## config.mk

```make
export PLATFORM = sky130hd
export DESIGN_NAME = multicycle_ctrl
export DESIGN_NICKNAME = d
export VERILOG_FILES = /design/src/rtl/multicycle_ctrl.sv
export SDC_FILE = /design/constraint.sdc
export NUM_CORES = 1
export LEC_CHECK = 0
export ABC_CLOCK_PERIOD_IN_PS = 1790
export BUFFER_PORTS_ARGS = -buffer_cell sky130_fd_sc_hd__buf_2
export CAP_MARGIN = 20
export CELL_PAD_IN_SITES_DETAIL_PLACEMENT = 1
export CELL_PAD_IN_SITES_GLOBAL_PLACEMENT = 2
export CORE_ASPECT_RATIO = 0.7
export CORE_UTILIZATION = 21
export CTS_CLUSTER_SIZE = 24
export DETAILED_ROUTE_END_ITERATION = 10
export HOLD_SLACK_MARGIN = 0.1
export PLACE_DENSITY_LB_ADDON = 0.05
export SLEW_MARGIN = 10
export SYNTH_ARGS = -nofsm -noshare
export SYNTH_HDL_FRONTEND = slang
export SYNTH_SLANG_ARGS = --single-unit
```

## constraint.sdc

```tcl
create_clock -name clk -period 1.79 [get_ports clk]
set_input_delay 0.179 -clock clk [delete_from_list [all_inputs] [get_ports clk]]
set_output_delay 0.179 -clock clk [all_outputs]
set_load 0.1 [all_outputs]
```

## src/rtl/multicycle_ctrl.sv

```systemverilog
// multicycle_ctrl
//   Control FSM for the multicycle RV32I-subset core. Sequences the shared
//   datapath (ALU, regfile, immediate generator, PC/IR/ALUOut/MDR and one
//   unified memory port) across several cycles per instruction, decodes the
//   latched instruction, and handshakes with a variable-latency memory.
//
//   Optional feature: define MULTICYCLE_CTRL_INSTRET_EN to build the
//   retired-instruction counter; otherwise instret is tied to 0.
//
// Ports
//   clk, rst        clock, asynchronous active-high reset
//   instr[31:0]     IR contents (valid from DECODE onward)
//   zero            ALU equality flag (a == b)
//   mem_ready       memory completes the outstanding request this cycle
//   mem_req/mem_we  memory request / store
//   iord            memory address select (0 PC, 1 ALUOut)
//   ir_we           load IR and MDR from memory data
//   pc_we, pc_sel   PC write, PC source (0 ALU result, 1 ALUOut)
//   reg_we, wb_sel  regfile write, write-back source (0 ALUOut, 1 MDR, 2 PC)
//   alu_a_sel       0 PC, 1 oldPC, 2 rs1, 3 zero
//   alu_b_sel       0 rs2, 1 const 4, 2 imm
//   ula_op          0 add, 1 sub, 2 and, 3 or, 4 slt
//   halted          illegal instruction seen
//   state           current state (debug)
//   instret         retired-instruction count
//
// state    | meaning
// ---------+---------------------------------------------------------
// START    | first cycle after reset, all outputs idle
// FETCH    | read instruction at PC, PC <= PC + 4 on completion
// DECODE   | ALUOut <= oldPC + imm (branch/jal target), dispatch
// MEMADDR  | ALUOut <= rs1 + imm (load/store address)
// MEMREAD  | read data memory, MDR captured on completion
// MEMWB    | rd <= MDR
// MEMWRITE | write data memory
// EXEC     | R-type / I-type / LUI operation into ALUOut
// ALUWB    | rd <= ALUOut
// BRANCH   | compare rs1 - rs2, PC <= ALUOut if taken
// JAL      | rd <= PC (already pc+4), PC <= ALUOut
// JALR     | rd <= PC, PC <= rs1 + imm
// HALT     | illegal instruction, terminal until reset

module multicycle_ctrl (
    input  logic        clk,
    input  logic        rst,
    input  logic [31:0] instr,
    input  logic        zero,
    input  logic        mem_ready,
    output logic        mem_req,
    output logic        mem_we,
    output logic        iord,
    output logic        ir_we,
    output logic        pc_we,
    output logic        pc_sel,
    output logic        reg_we,
    output logic [1:0]  wb_sel,
    output logic [1:0]  alu_a_sel,
    output logic [1:0]  alu_b_sel,
    output logic [4:0]  ula_op,
    output logic        halted,
    output logic [3:0]  state,
    output logic [31:0] instret
);

    typedef enum logic [3:0] {
        S_START    = 4'd0,
        S_FETCH    = 4'd1,
        S_DECODE   = 4'd2,
        S_MEMADDR  = 4'd3,
        S_MEMREAD  = 4'd4,
        S_MEMWB    = 4'd5,
        S_MEMWRITE = 4'd6,
        S_EXEC     = 4'd7,
        S_ALUWB    = 4'd8,
        S_BRANCH   = 4'd9,
        S_JAL      = 4'd10,
        S_JALR     = 4'd11,
        S_HALT     = 4'd12
    } state_t;

    localparam logic [6:0] OPC_LOAD   = 7'b0000011;
    localparam logic [6:0] OPC_STORE  = 7'b0100011;
    localparam logic [6:0] OPC_RTYPE  = 7'b0110011;
    localparam logic [6:0] OPC_ITYPE  = 7'b0010011;
    localparam logic [6:0] OPC_LUI    = 7'b0110111;
    localparam logic [6:0] OPC_BRANCH = 7'b1100011;
    localparam logic [6:0] OPC_JAL    = 7'b1101111;
    localparam logic [6:0] OPC_JALR   = 7'b1100111;

    localparam logic [4:0] ALU_ADD = 5'd0;
    localparam logic [4:0] ALU_SUB = 5'd1;
    localparam logic [4:0] ALU_AND = 5'd2;
    localparam logic [4:0] ALU_OR  = 5'd3;
    localparam logic [4:0] ALU_SLT = 5'd4;

    localparam logic [1:0] A_PC    = 2'd0;
    localparam logic [1:0] A_OLDPC = 2'd1;
    localparam logic [1:0] A_RS1   = 2'd2;
    localparam logic [1:0] A_ZERO  = 2'd3;

    localparam logic [1:0] B_RS2   = 2'd0;
    localparam logic [1:0] B_FOUR  = 2'd1;
    localparam logic [1:0] B_IMM   = 2'd2;

    localparam logic [1:0] WB_ALUOUT = 2'd0;
    localparam logic [1:0] WB_MDR    = 2'd1;
    localparam logic [1:0] WB_PC     = 2'd2;

    logic [6:0] opcode;
    logic [2:0] funct3;
    logic [6:0] funct7;
    logic       unused_instr;

    assign opcode       = instr[6:0];
    assign funct3       = instr[14:12];
    assign funct7       = instr[31:25];
    assign unused_instr = ^{instr[24:15], instr[11:7]};

    // EXEC-stage operation decode, shared by the EXEC output setup and the
    // EXEC legality check.
    logic       exec_legal;
    logic [4:0] exec_op;
    logic [1:0] exec_a;
    logic [1:0] exec_b;

    always_comb begin
        exec_legal = 1'b0;
        exec_op    = ALU_ADD;
        exec_a     = A_RS1;
        exec_b     = B_RS2;
        case (opcode)
            OPC_RTYPE: begin
                case ({funct7, funct3})
                    {7'b0000000, 3'b000}: begin exec_legal = 1'b1; exec_op = ALU_ADD; end
                    {7'b0100000, 3'b000}: begin exec_legal = 1'b1; exec_op = ALU_SUB; end
                    {7'b0000000, 3'b111}: begin exec_legal = 1'b1; exec_op = ALU_AND; end
                    {7'b0000000, 3'b110}: begin exec_legal = 1'b1; exec_op = ALU_OR;  end
                    {7'b0000000, 3'b010}: begin exec_legal = 1'b1; exec_op = ALU_SLT; end
                    default: ;
                endcase
            end
            OPC_ITYPE: begin
                exec_b = B_IMM;
                case (funct3)
                    3'b000: begin exec_legal = 1'b1; exec_op = ALU_ADD; end
                    3'b111: begin exec_legal = 1'b1; exec_op = ALU_AND; end
                    3'b110: begin exec_legal = 1'b1; exec_op = ALU_OR;  end
                    3'b010: begin exec_legal = 1'b1; exec_op = ALU_SLT; end
                    default: ;
                endcase
            end
            OPC_LUI: begin
                exec_legal = 1'b1;
                exec_a     = A_ZERO;
                exec_b     = B_IMM;
            end
            default: ;
        endcase
    end

    state_t     state_q, state_d;
    logic       mem_req_q, mem_req_d;
    logic       mem_we_q, mem_we_d;
    logic       iord_q, iord_d;
    logic       fetch_q, fetch_d;     // in FETCH: enables the Mealy ir_we/pc_we
    logic       pc_we_q, pc_we_d;     // unconditional PC write (JAL/JALR)
    logic       br_eq_q, br_eq_d;     // BRANCH beq: write PC when zero
    logic       br_ne_q, br_ne_d;     // BRANCH bne: write PC when !zero
    logic       pc_sel_q, pc_sel_d;
    logic       reg_we_q, reg_we_d;
    logic [1:0] wb_sel_q, wb_sel_d;
    logic [1:0] alu_a_q, alu_a_d;
    logic [1:0] alu_b_q, alu_b_d;
    logic [4:0] ula_op_q, ula_op_d;
    logic       halted_q, halted_d;

    // Outputs are registered from the next state, so every Moore output is
    // a flop and all of them clear asynchronously with rst.
    always_comb begin
        state_d = state_q;
        case (state_q)
            S_START:   state_d = S_FETCH;
            S_FETCH:   if (mem_ready) state_d = S_DECODE;
            S_DECODE: begin
                case (opcode)
                    OPC_LOAD, OPC_STORE:         state_d = S_MEMADDR;
                    OPC_RTYPE, OPC_ITYPE, OPC_LUI: state_d = S_EXEC;
                    OPC_BRANCH:                  state_d = S_BRANCH;
                    OPC_JAL:                     state_d = S_JAL;
                    OPC_JALR:                    state_d = S_JALR;
                    default:                     state_d = S_HALT;
                endcase
            end
            S_MEMADDR:  state_d = (opcode == OPC_LOAD) ? S_MEMREAD : S_MEMWRITE;
            S_MEMREAD:  if (mem_ready) state_d = S_MEMWB;
            S_MEMWB:    state_d = S_FETCH;
            S_MEMWRITE: if (mem_ready) state_d = S_FETCH;
            S_EXEC:     state_d = exec_legal ? S_ALUWB : S_HALT;
            S_ALUWB:    state_d = S_FETCH;
            S_BRANCH:   state_d = (funct3 == 3'b000 || funct3 == 3'b001) ? S_FETCH : S_HALT;
            S_JAL:      state_d = S_FETCH;
            S_JALR:     state_d = S_FETCH;
            S_HALT:     state_d = S_HALT;
            default:    state_d = S_START;
        endcase

        mem_req_d = 1'b0;
        mem_we_d  = 1'b0;
        iord_d    = 1'b0;
        fetch_d   = 1'b0;
        pc_we_d   = 1'b0;
        br_eq_d   = 1'b0;
        br_ne_d   = 1'b0;
        pc_sel_d  = 1'b0;
        reg_we_d  = 1'b0;
        wb_sel_d  = WB_ALUOUT;
        alu_a_d   = A_PC;
        alu_b_d   = B_RS2;
        ula_op_d  = ALU_ADD;
        halted_d  = 1'b0;
        case (state_d)
            S_FETCH: begin
                mem_req_d = 1'b1;
                fetch_d   = 1'b1;
                alu_a_d   = A_PC;
                alu_b_d   = B_FOUR;
            end
            S_DECODE: begin
                alu_a_d = A_OLDPC;
                alu_b_d = B_IMM;
            end
            S_MEMADDR: begin
                alu_a_d = A_RS1;
                alu_b_d = B_IMM;
            end
            S_MEMREAD: begin
                mem_req_d = 1'b1;
                iord_d    = 1'b1;
            end
            S_MEMWB: begin
                reg_we_d = 1'b1;
                wb_sel_d = WB_MDR;
            end
            S_MEMWRITE: begin
                mem_req_d = 1'b1;
                mem_we_d  = 1'b1;
                iord_d    = 1'b1;
            end
            S_EXEC: begin
                alu_a_d  = exec_a;
                alu_b_d  = exec_b;
                ula_op_d = exec_op;
            end
            S_ALUWB: begin
                reg_we_d = 1'b1;
                wb_sel_d = WB_ALUOUT;
            end
            S_BRANCH: begin
                alu_a_d  = A_RS1;
                alu_b_d  = B_RS2;
                ula_op_d = ALU_SUB;
                pc_sel_d = 1'b1;
                br_eq_d  = (funct3 == 3'b000);
                br_ne_d  = (funct3 == 3'b001);
            end
            S_JAL: begin
                reg_we_d = 1'b1;
                wb_sel_d = WB_PC;
                pc_we_d  = 1'b1;
                pc_sel_d = 1'b1;
            end
            S_JALR: begin
                alu_a_d  = A_RS1;
                alu_b_d  = B_IMM;
                pc_we_d  = 1'b1;
                reg_we_d = 1'b1;
                wb_sel_d = WB_PC;
            end
            S_HALT: begin
                halted_d = 1'b1;
            end
            default: ;
        endcase
    end

    always_ff @(posedge clk or posedge rst) begin
        if (rst) begin
            state_q   <= S_START;
            mem_req_q <= 1'b0;
            mem_we_q  <= 1'b0;
            iord_q    <= 1'b0;
            fetch_q   <= 1'b0;
            pc_we_q   <= 1'b0;
            br_eq_q   <= 1'b0;
            br_ne_q   <= 1'b0;
            pc_sel_q  <= 1'b0;
            reg_we_q  <= 1'b0;
            wb_sel_q  <= 2'd0;
            alu_a_q   <= 2'd0;
            alu_b_q   <= 2'd0;
            ula_op_q  <= 5'd0;
            halted_q  <= 1'b0;
        end else begin
            state_q   <= state_d;
            mem_req_q <= mem_req_d;
            mem_we_q  <= mem_we_d;
            iord_q    <= iord_d;
            fetch_q   <= fetch_d;
            pc_we_q   <= pc_we_d;
            br_eq_q   <= br_eq_d;
            br_ne_q   <= br_ne_d;
            pc_sel_q  <= pc_sel_d;
            reg_we_q  <= reg_we_d;
            wb_sel_q  <= wb_sel_d;
            alu_a_q   <= alu_a_d;
            alu_b_q   <= alu_b_d;
            ula_op_q  <= ula_op_d;
            halted_q  <= halted_d;
        end
    end

    // ir_we and the FETCH PC write complete with the memory handshake; the
    // branch PC write follows the ALU compare of the same cycle.
    assign ir_we     = fetch_q & mem_ready;
    assign pc_we     = pc_we_q | (fetch_q & mem_ready) | (br_eq_q & zero) | (br_ne_q & ~zero);
    assign mem_req   = mem_req_q;
    assign mem_we    = mem_we_q;
    assign iord      = iord_q;
    assign pc_sel    = pc_sel_q;
    assign reg_we    = reg_we_q;
    assign wb_sel    = wb_sel_q;
    assign alu_a_sel = alu_a_q;
    assign alu_b_sel = alu_b_q;
    assign ula_op    = ula_op_q;
    assign halted    = halted_q;
    assign state     = state_q;

`ifdef MULTICYCLE_CTRL_INSTRET_EN
    logic [31:0] instret_q, instret_d;
    logic        retire;

    // An instruction retires on its last cycle, i.e. on the step back into
    // FETCH; the path into HALT never counts.
    assign retire = (state_d == S_FETCH) &&
                    (state_q == S_MEMWB  || state_q == S_MEMWRITE || state_q == S_ALUWB ||
                     state_q == S_BRANCH || state_q == S_JAL      || state_q == S_JALR);

    always_comb begin
        instret_d = instret_q;
        if (retire) instret_d = instret_q + 32'd1;
    end

    always_ff @(posedge clk or posedge rst) begin
        if (rst) instret_q <= 32'd0;
        else     instret_q <= instret_d;
    end

    assign instret = instret_q;
`else
    assign instret = 32'd0;
`endif

endmodule

```

### After elaboration in Yosys (flattened, before gate mapping)

Index checks and enable logic that the tools add are counted.

* add/sub/neg operators: 0
* multipliers: 0
* div/mod/pow operators: 0
* magnitude comparators: 0
* equality and inequality tests: 40
* shift-type cells: 0
* mux-type cells: 30
* bitwise logic cells: 7
* reductions and logical operators: 17

Operators by type and width (count)
* 4-bit == test (second input constant): 10
* 4-bit case mux with 9 select lines: 1
* 4-bit by 3-bit == test with 1-bit output (second input constant): 8
* 7-bit by 6-bit == test with 1-bit output (second input constant): 3
* 7-bit == test (second input constant): 3
* 10-bit by 3-bit == test with 1-bit output (second input constant): 2
* 4-bit case mux with 5 select lines: 1
* 4-bit by 2-bit == test with 1-bit output (second input constant): 4
* 4-bit 2-to-1 mux: 4
* 1-bit 2-to-1 mux: 13
* 2-bit case mux with 3 select lines: 2
* 3-bit case mux with 4 select lines: 1
* 3-bit OR reduction: 4
* 10-bit by 2-bit == test with 1-bit output (second input constant): 1
* 10-bit by 9-bit == test with 1-bit output (second input constant): 1
* 10-bit zero test: 1
* 5-bit case mux with 2 select lines: 1
* 2-bit OR reduction: 5
* 5-bit OR reduction: 2
* 3-bit case mux with 3 select lines: 1
* 4-bit by 1-bit == test with 1-bit output (second input constant): 2
* 4-bit OR reduction: 2
* 7-bit by 2-bit == test with 1-bit output (second input constant): 1
* 7-bit by 5-bit == test with 1-bit output (second input constant): 1
* 14 further kinds: 20

* register bits: 25
* latch bits: 0
* RAM bits: 0
* memory bits (read-only): 0
* output and inout port bits: 55
* word-level logic and storage cells: 109
* memories: 0

### Longest topological paths before layout

Gate-level depths: netlist of the first run.

* depth in word-level cells: 9
* mapped depth: 8

### Worst setup path before layout of the first run

No wires, ideal clock.

* path kind: register to register
* start: register state_q[0], in the netlist state[0]
* end: register mem_req_q, in the netlist mem_req
* arrival: 2.372 ns
* data required time: 1.712 ns
* path slack: -0.660 ns
* stages on the path, launching flop included: 9
* cell sequence: dfrtp_1 buf_4 nor3b_1 a22oi_1 nor2_1 a311oi_4 inv_4 nor4_4 o21bai_1

* longest elaborated chain between the ends: 6

Ends and longest elaborated chain
* from (decl): line 161 `state_t state_q, state_d;`
* from (signal assigned): line 304 `state_q <= state_d;`
* 4-bit == test, or another cell as far along: line 181 `case (state_q)`
* 5-bit OR reduction (no line)
* 4-bit case mux with 9 select lines (*): line 181
* net state_d[1]: line 161
* 4-bit by 1-bit == test with 1-bit output / 4-bit by 3-bit == test with 1-bit output (equally long branches): line 221 `case (state_d)`
* 3-bit OR reduction (no line) (*)
* 1-bit 2-to-1 mux (*): line 221
* net mem_req_d: line 162 `logic mem_req_q, mem_req_d;`
* to (signal assigned): line 305 `mem_req_q <= mem_req_d;`
* to (decl): line 162

The timed path passes the listed nets; every way through them passes the cells marked *.

### Worst setup path in the final report of the first run

* start: register state_q[3], in the netlist state[3]
* end: register alu_b_q[1], in the netlist alu_b_sel[1]

* longest elaborated chain between the ends: 6

Ends and longest elaborated chain
* 4-bit == test, or another cell as far along: line 181
* 5-bit OR reduction (no line)
* 4-bit case mux with 9 select lines (*): line 181
* net state_d[1]: line 161
* 4-bit == test / 4-bit by 2-bit == test with 1-bit output (equally long branches): line 221
* 3-bit OR reduction (no line)
* 2-bit case mux with 3 select lines (*): line 221
* net alu_b_d[1]: line 173 `logic [1:0] alu_b_q, alu_b_d;`
* to (signal assigned): line 316 `alu_b_q <= alu_b_d;`
* to (decl): line 173

Marks and branches as above.

==> flow_metrics.py, run 1 <==
metrics = {
    "final_layout": {
        "drive_gt1_frac": 0.508,
        "final_cell_mix": "buf_2, conb_1, buf_4",
        "final_common_cell": "buf_2",
        "syn_to_final_growth_pct": 47.4,
        "nNetsFinal": 287,
        "design_area_mm2": 0.00232,
        "fillers": 837,
        "n_antenna_cell": 0,
    },
    "critical_path": {
        "crit_start": "state[3]",
        "crit_path_end_kind": "flop",
        "timing.reg2reg.setup_slack_ns": -0.11,
        "rr_endpoint": "alu_b_sel[1]",
        "critPathKind": "reg -> reg",
        "setup.worst_path.end": "alu_b_sel[1]",
        "cp.required_ns": 1.99,
        "reg2reg_depth": 10,
        "worstReg2RegStart": "state[3]",
        "path_max_fanout": 7,
        "start_kind": "flop",
        "max_stage_delay_ns": 0.54,
        "cp_data_arrival_time_ns": 2.09,
        "path_cells": "nor3b_4 -> nand2_2 -> buf_12 -> a21oi_4 -> a311oi_4 -> buf_6 -> inv_8 -> buf_6 -> nand2_8 -> o21ai_1",
        "critPathMostFrequentCell": "buf_6",
        "cp_slowest_cell": "dfrtp_4",
    },
    "clock_network": {
        "clk_path_buf_depth": 2,
        "cts_tree": "yes",
        "cts_buffers": 3,
        "cts_sinks": 22,
        "insertion_delay_ns": 0.27,
        "clockRootBuffer": "clkbuf_8",
        "clkTransAtPathRegs_ns": 0.08,
        "htree_levels": 1,
    },
    "timing": {
        "hold_viol": 0,
        "fin_crit_sh": 1.06,
        "rsz0062_at_grt": "true",
        "relSlewSlack": 0.655,
        "finalSetupViolCount": 14,
        "skew_ns": 0.00230,
        "hold_ws_ns": 0.163,
        "period_minus_slack_ns": 1.90,
        "layout_setup_ws_ns": -0.106,
        "slew_violations": 0,
        "tightest_slew_ns": 0.518,
        "clock.fmax_mhz": 527,
    },
    "synthesis": {
        "ys_seq_area_frac": 0.350,
        "synthCells": 175,
        "synth_area_per_cell_um2": 8.98,
        "synth_edf_count": 0,
        "yosys_register_bits": 22,
        "synthDistinctLibCells": 54,
        "synthArstFlopShare": 1.00,
        "ys_warn_count": 0,
        "syn-cell-area_mm2": 0.00157,
        "synthFlopType": "dfrtp_1",
    },
    "routing": {
        "detail_route.wl_per_cell_um": 14.2,
        "num_vias": 1442,
        "dr.pass1.iters": 4,
        "drt_iter0_markers": 25,
        "wirelength_mm": 4.88,
        "remaining_drc_errors": 0,
        "routed_via_density": 4.19,
        "postRouteAntennaNets": 0,
    },
    "power_and_ir_drop": {
        "powerDensity_mw_per_mm2": 2060,
        "vdd_drop_max_v": 0.000852,
        "total_power_mw": 4.78,
        "leakage_nw": 1.10,
    },
    "floorplan": {
        "core_mm2": 0.00698,
        "fp.dieH_um": 74.4,
        "dieArea_mm2": 0.00784,
        "die_w_um": 105,
        "ioPinCount": 91,
        "rows": 25,
        "start_util": 0.225,
    },
    "global_routing": {
        "grt_use_total": 0.131,
        "antenna_found_initial": 0,
        "grt_pass1_wl_mm": 7.79,
        "grt_pass1_vias": 1490,
        "grt_overflow_total": 0,
        "grt_start_max_net_pins": 14,
    },
    "placement": {
        "dpl_worst_slack_ns": -0.0788,
        "portBuffers": 41,
        "hpwl_mm": 3.82,
        "dpl_cell_area_mm2": 0.00201,
        "place.gp.congestion": 0.804,
    },
    "min_path": {
        "hold_class": "in -> reg",
    },
    "outcome": {
        "failed_checks": "negative setup slack",
        "status": "finished with violations",
    },
    "job": {
        "maxCapViolCount": 0,
    },
}
==> metal layers <==
metal,global-route usage,wire length (um)
met5,0,0
met4,0.0423,57
met3,0.0280,302
met2,0.208,2140
met1,0.178,2380
==> cells in the mapped netlist, drive strengths merged, types with 2 or more instances <==
master	number	share of area
nor4	5	0.029
or3	2	0.0080
inv	7	0.018
nand2b	5	0.020
a21oi	4	0.015
dfrtp	22	0.35
nand3	6	0.019
nor2	12	0.029
nand4	2	0.0080
a211oi	2	0.013
nor3b	2	0.017
and3	2	0.0080
nand3b	3	0.014
o21ai	7	0.022
buf	42	0.19
nor3	6	0.022
nor2b	4	0.016
nand2	16	0.040
==> stage by stage <==
step | std cells | utilization | TNS, ns
floorplan | 208 | - | -3.20
global placement | 331 | 0.288 | -0.709
detailed placement | 331 | 0.288 | -0.716
CTS | 342 | 0.319 | -0.879
global route | 344 | 0.332 | -1.90
finish | 344 | 0.332 | -1.04
==> worst min path at each step <==
stage,to,startpoint,cells past startpoint,slack (ns)
final,ula_op[2],instr[14],2,0.16
after CTS,ula_op[2],instr[14],2,0.15
after global routing,ula_op[2],instr[14],2,0.18
after detailed placement,ula_op[2],rst,2,0.24
after floorplan,alu_a_sel[0],rst,1,0.17
after global placement,ula_op[1],rst,2,0.23
==> cell type report <==
cell class              count  area, um^2  share of cell area
clock buffers               3        41.3              0.0178
clock inverters             1        30.0              0.0130
inverters                   7        33.8              0.0146
multi-input cells         137         995               0.429
flip-flops and latches     22         566               0.244
well taps                  94         118              0.0508
repair buffers             80         533               0.230
==> power breakdown <==
part / internal (mW) / total [mW] / switching (mW)
logic: 1.11 / 3.53 / 2.42
clock network: 0.299 / 0.477 / 0.178
registers: 0.663 / 0.773 / 0.110
==> critical path, delay by kind of cell (launching register included) <==
kind,cells,cell delay (ns)
and+or+nand+nor,3,0.47
buffers and inverters,4,0.46
DFF,1,0.54
AOI/OAI and AO/OA,3,0.35
==> registers in the layout, indices dropped and copies added (netlist names) <==
signal,count
mem_we,1
state,4
wb_sel,1
br_eq_q,1
reg_we,1
fetch_q,1
iord,1
halted,1
pc_we_q,1
alu_b_sel,2
br_ne_q,1
pc_sel,1
ula_op,3
alu_a_sel,2
mem_req,1
==> kinds of logic after synthesis <==
logic type	count (synthesis)	synth area share
AO/OA/AOI/OAI	28	0.148
AND/OR/NAND/NOR	71	0.265
flip-flops	22	0.350
other	1	0.00239
buffers and inverters	49	0.209
multiplexers	2	0.0135
XOR/XNOR	2	0.0111
==> timing repair <==
item / in CTS / in global routing
hold buffers: 1 / 0
hold endpoints to repair: 11 / 0
resized for setup: 18 / 15
setup endpoints to repair: 14 / 17
setup buffers: 7 / 3
pin swaps: 13 / 9
Note: power is estimated with default switching activity, not from simulation.
==> run 2, diff against run 1 <==
--- a/config.mk
+++ b/config.mk
@@ -5,13 +5,14 @@
 export SDC_FILE = /design/constraint.sdc
 export NUM_CORES = 1
 export LEC_CHECK = 0
-export ABC_CLOCK_PERIOD_IN_PS = 1790
+export ABC_CLOCK_PERIOD_IN_PS = 2200
 export BUFFER_PORTS_ARGS = -buffer_cell sky130_fd_sc_hd__buf_2
 export CAP_MARGIN = 20
 export CELL_PAD_IN_SITES_DETAIL_PLACEMENT = 1
 export CELL_PAD_IN_SITES_GLOBAL_PLACEMENT = 2
 export CORE_ASPECT_RATIO = 0.7
-export CORE_UTILIZATION = 21
+export CORE_UTILIZATION = 26
+export CTS_BUF_LIST = sky130_fd_sc_hd__clkbuf_4
 export CTS_CLUSTER_SIZE = 24
 export DETAILED_ROUTE_END_ITERATION = 10
 export HOLD_SLACK_MARGIN = 0.1
==> constraint.sdc (replaced) <==
create_clock -name clk -period 2.2 [get_ports clk]
set_input_delay 0.22 -clock clk [delete_from_list [all_inputs] [get_ports clk]]
set_output_delay 0.22 -clock clk [all_outputs]
set_load 0.1 [all_outputs]
==> run 2 against run 1 <==
Compared with the run above:
- the run now ends clean
- sequential cell count is the same
- via count shrank 9.8%
- global-route usage grew 0.65 points
- clock power shrank 37%
- fmax shrank 5.5%
- largest cell class unchanged
- sequential power shrank 18%
- total power shrank 36%
- clock skew grew 0.0024 ns
- combinational power shrank 41%
==> flow_metrics.py, run 2 (synthesis gave the netlist of run 1 again) <==
metrics = {
    "outcome": {
        "status": "complete, no violations",
    },
    "clock_network": {
        "clkTransAtPathRegs_ns": 0.12,
        "cts_tree": "yes",
        "clk_path_buf_depth": 2,
        "cts.repair.resized": 0,
        "clockRootBuffer": "clkbuf_4",
        "cts_sinks": 22,
        "htree_levels": 1,
        "insertion_delay_ns": 0.30,
        "cts_buffers": 3,
    },
    "routing": {
        "num_vias": 1301,
        "postRouteAntennaNets": 0,
        "wirelength_mm": 4.09,
        "routed_via_density": 4.43,
        "remaining_drc_errors": 0,
        "drt_iter0_markers": 31,
        "detail_route.wl_per_cell_um": 13.9,
        "dr.pass1.iters": 4,
    },
    "floorplan": {
        "start_util": 0.272,
        "fp.dieH_um": 67.0,
        "dieArea_mm2": 0.00636,
        "core_mm2": 0.00578,
        "ioPinCount": 91,
        "rows": 23,
        "die_w_um": 94.9,
    },
    "placement": {
        "portBuffers": 41,
        "place.gp.congestion": 0.781,
        "hpwl_mm": 3.33,
    },
    "final_layout": {
        "nNetsFinal": 256,
        "seq_area_um2": 556,
        "final_cell_mix": "buf_2, conb_1, dfrtp_1",
        "multi_input_area_um2": 816,
        "drive_gt1_frac": 0.320,
        "final_common_cell": "buf_2",
        "n_antenna_cell": 0,
        "syn_to_final_growth_pct": 15.4,
        "largest_reg_flops": 4,
        "fillers": 712,
    },
    "timing": {
        "finalSetupViolCount": 0,
        "clock.fmax_mhz": 499,
        "setup_tns_ns": 0,
        "hold_viol": 0,
        "skew_ns": 0.00474,
        "fin_crit_sh": 0.912,
        "period_minus_slack_ns": 2.01,
        "tightest_slew_ns": 0.820,
        "slew_violations": 0,
        "rsz0062_at_grt": "false",
        "relSlewSlack": 0.453,
    },
    "global_routing": {
        "antenna_found_initial": 0,
        "grt_start_max_net_pins": 23,
        "grt_pass1_wl_mm": 6.48,
        "grt_pass1_vias": 1250,
        "grt_overflow_total": 0,
        "grt_use_total": 0.137,
    },
    "critical_path": {
        "path_max_fanout": 12,
        "critPathKind": "reg -> reg",
        "crit_start": "state[2]",
        "rr_endpoint": "mem_req",
        "timing.reg2reg.setup_slack_ns": 0.19,
        "cp_data_arrival_time_ns": 2.23,
        "crit_path_end_kind": "flop",
        "worstReg2RegStart": "state[2]",
        "setup.worst_path.end": "mem_req",
        "start_kind": "flop",
        "reg2reg_depth": 7,
        "cp.required_ns": 2.43,
    },
    "job": {
        "maxCapViolCount": 0,
    },
    "power_and_ir_drop": {
        "vdd_drop_max_v": 0.000710,
        "leakage_nw": 0.897,
        "total_power_mw": 3.04,
        "powerDensity_mw_per_mm2": 1670,
    },
    "min_path": {
        "hold_class": "in -> reg",
    },
}
run 2: changes by cell type in the layout (fill, tap and decap cells not counted), moves of 4 or more:
| cell | previous run | this run |
|---|---|---|
| nor2_2 | 4 | 0 |
| nor2_1 | 7 | 12 |
| buf_4 | 34 | 7 |
| nand2_1 | 11 | 15 |
| dfrtp_2 | 0 | 4 |
| dfrtp_4 | 4 | 0 |
run 2: report_power, final:
group	internal, mW	total [mW]	switching, mW
registers	0.522	0.633	0.111
clock network	0.184	0.301	0.117
logic	0.456	2.10	1.65
run 2: what timing repair did:
item,in CTS,in global routing
endpoints found under the setup margin,0,1
setup buffers,0,2
hold endpoints to repair,22,0
hold buffers,1,0
run 2: worst min-delay path by stage:
stage	start	end	slack (ns)	depth (start not counted)
CTS	instr[12]	br_eq_q	0.15	2
floorplan	rst	alu_a_sel[0]	0.21	1
detailed placement	rst	mem_we	0.43	2
global placement	rst	mem_req	0.41	2
global route	instr[14]	ula_op[2]	0.15	2
finish	instr[14]	ula_op[2]	0.16	2
run 2: final cells by class:
class,instances,share of cell area
multi-input cells,137,0.450
flip-flops and latches,22,0.306
repair buffers,49,0.148
well taps,75,0.0517
clock inverters,1,0.0166
inverters,7,0.0159
clock buffers,3,0.0124
run 2: critical path: stages (launching register included):
cell and delay, ns:
dfrtp_2 0.51, nor3b_1 0.19, a22oi_1 0.19, nor2_1 0.09, a311oi_4 0.42, inv_4 0.10, nor4_4 0.28, o21bai_1 0.15
run 2: routing by layer:
metal	track usage	up-vias	wire length [um]
li1	-	625	-
met1	0.194	626	2010
met2	0.222	48	1880
met3	0.0240	2	176
met4	0.0170	0	23
met5	0	-	0
run 2: stage by stage:
stage | std cells | worst slack [ns] | utilization | hold slack, ns | area [um^2]
global placement | 287 | 0.189 | 0.300 | 0.409 | 1740
detailed placement | 287 | 0.155 | 0.300 | 0.429 | 1740
CTS | 292 | 0.139 | 0.311 | 0.145 | 1800
floorplan | 208 | 0.0433 | - | 0.209 | 1700
global route | 294 | 0.0353 | 0.314 | 0.146 | 1810
finish | 294 | 0.194 | 0.314 | 0.158 | 1810
==> run 3, diff against run 2 <==
--- a/config.mk
+++ b/config.mk
@@ -6,14 +6,14 @@
 export NUM_CORES = 1
 export LEC_CHECK = 0
 export ABC_CLOCK_PERIOD_IN_PS = 2200
-export BUFFER_PORTS_ARGS = -buffer_cell sky130_fd_sc_hd__buf_2
+export BUFFER_PORTS_ARGS = -buffer_cell sky130_fd_sc_hd__buf_4
 export CAP_MARGIN = 20
 export CELL_PAD_IN_SITES_DETAIL_PLACEMENT = 1
 export CELL_PAD_IN_SITES_GLOBAL_PLACEMENT = 2
 export CORE_ASPECT_RATIO = 0.7
 export CORE_UTILIZATION = 26
 export CTS_BUF_LIST = sky130_fd_sc_hd__clkbuf_4
-export CTS_CLUSTER_SIZE = 24
+export CTS_CLUSTER_SIZE = 8
 export DETAILED_ROUTE_END_ITERATION = 10
 export HOLD_SLACK_MARGIN = 0.1
 export PLACE_DENSITY_LB_ADDON = 0.05
==> run 3 against run 2 <==
Compared with the run above:
- setup slack worse by 0.016 ns
- cell count up 0.68%
- via count up 3.4%
- combinational power up 6%
- sequential cell count unchanged
- worst hold slack better by 0.037 ns
- first-iteration DRC count up 39%
- clock power up 2%
- critical path depth up 1
- total power up 3.5%
- largest power group unchanged
- highest routed layer unchanged
==> flow_metrics.py, run 3 (synthesis gave the netlist of run 1 again) <==
metrics = {
    "routing": {
        "remaining_drc_errors": 0,
        "drt_iter0_markers": 43,
        "wirelength_mm": 4.27,
        "dr.pass1.iters": 4,
        "routed_via_density": 4.54,
        "postRouteAntennaNets": 0,
        "detail_route.wl_per_cell_um": 14.4,
        "num_vias": 1345,
    },
    "min_path": {
        "hold_class": "in -> reg",
    },
    "clock_network": {
        "cts_sinks": 22,
        "htree_levels": 1,
        "cts_tree": "yes",
        "insertion_delay_ns": 0.30,
        "cts_buffers": 3,
        "postCtsSetupRepairBufs": 0,
        "clockRootBuffer": "clkbuf_4",
        "clkTransAtPathRegs_ns": 0.12,
        "clk_path_buf_depth": 2,
    },
    "final_layout": {
        "largest_reg_flops": 4,
        "final_cell_mix": "buf_4, conb_1, dfrtp_1",
        "final_common_cell": "buf_4",
        "design_area_mm2": 0.00194,
        "drive_gt1_frac": 0.321,
        "multi_input_area_um2": 823,
        "seq_area_um2": 556,
        "fin_cells": 296,
        "nNetsFinal": 258,
        "n_antenna_cell": 0,
        "syn_to_final_growth_pct": 23.7,
        "fillers": 684,
    },
    "global_routing": {
        "grt_pass1_wl_mm": 6.71,
        "grt_use_total": 0.141,
        "use_met1": 0.199,
        "grtUsageMet2": 0.223,
        "antenna_found_initial": 0,
        "grt_pass1_vias": 1308,
        "grt.met3_usage": 0.0274,
        "grt_busiest_layer": "met2",
        "grt_start_max_net_pins": 23,
        "grt_overflow_total": 0,
    },
    "placement": {
        "dpl_worst_slack_ns": 0.136,
        "dpl_cell_area_mm2": 0.00185,
        "portBuffers": 41,
        "hpwl_mm": 3.45,
        "place.gp.congestion": 0.810,
        "dp_cells": 289,
    },
    "floorplan": {
        "dieArea_mm2": 0.00636,
        "core_mm2": 0.00578,
        "start_util": 0.272,
        "ioPinCount": 91,
        "fp.dieH_um": 67.0,
        "rows": 23,
        "die_w_um": 94.9,
    },
    "timing": {
        "clock.fmax_mhz": 495,
        "hold_viol": 0,
        "fin_crit_sh": 0.919,
        "rsz0062_at_grt": "false",
        "period_minus_slack_ns": 2.02,
        "relSlewSlack": 0.439,
        "layout_setup_ws_ns": 0.178,
        "slew_violations": 0,
        "finalSetupViolCount": 0,
        "skew_ns": 0.00253,
        "setup_tns_ns": 0,
        "tightest_slew_ns": 0.841,
    },
    "power_and_ir_drop": {
        "leakage_nw": 0.926,
        "total_power_mw": 3.14,
        "powerDensity_mw_per_mm2": 1620,
        "vdd_drop_max_v": 0.000904,
    },
    "critical_path": {
        "cp.required_ns": 2.43,
        "critPathKind": "in -> reg",
        "start_kind": "input pin",
        "cp_data_arrival_time_ns": 2.25,
        "path_max_fanout": 7,
        "crit_path_end_kind": "flop",
    },
    "job": {
        "maxCapViolCount": 0,
    },
    "outcome": {
        "status": "complete, no violations",
    },
}
[run 3: routing by layer]
| layer | part of all wire | up-vias |
|---|---|---|
| li1 | - | 636 |
| met1 | 0.49 | 652 |
| met2 | 0.46 | 55 |
| met3 | 0.045 | 2 |
| met4 | 0.0054 | 0 |
| met5 | 0 | - |
[run 3: worst paths after layout]
check / from / end / slack (ns) / depth (start not counted)
setup / recovery: instr[14] / br_ne_q / 0.18 / 8
hold / removal: instr[13] / ula_op[2] / 0.19 / 3
setup reg to reg: state[2] / mem_req / 0.19 / 7
hold reg to reg: state[0] / wb_sel[0] / 0.62 / 1
max in group asynchronous: rst / state[2] / 1.00 / 3
min in group asynchronous: rst / mem_req / 0.63 / 3
[run 3: what timing repair did]
item,CTS,global route
hold endpoints to repair,24,0
hold buffers,3,0
resized for setup,0,1
endpoints found under the setup margin,0,1
[run 3: through the flow]
stage,hold slack (ns),util
final,0.195,0.336
after CTS,0.179,0.335
after global placement,0.422,0.321
after global routing,0.173,0.336
after floorplan,0.209,-
after detailed placement,0.430,0.321
[run 3: final cells by class]
class	count	area share
Tap cell	75	0.0483
Timing Repair Buffer	51	0.201
Clock buffer	3	0.0116
Sequential cell	22	0.286
Inverter	7	0.0148
Clock inverter	1	0.0154
Multi-Input combinational cell	137	0.423
[run 3: power breakdown]
group	internal, mW	switching, mW	total [mW]
logic	0.537	1.69	2.23
clock network	0.184	0.122	0.307
registers	0.523	0.0863	0.609
[run 3: worst max-delay path, stage by stage]
cell and delay [ns]:
dlygate4sd3_1 0.53, buf_4 0.14, nand2b_1 0.13, nand3_1 0.11, o41ai_2 0.38, o211ai_2 0.26
nand2b_1 0.28, nor3_1 0.20
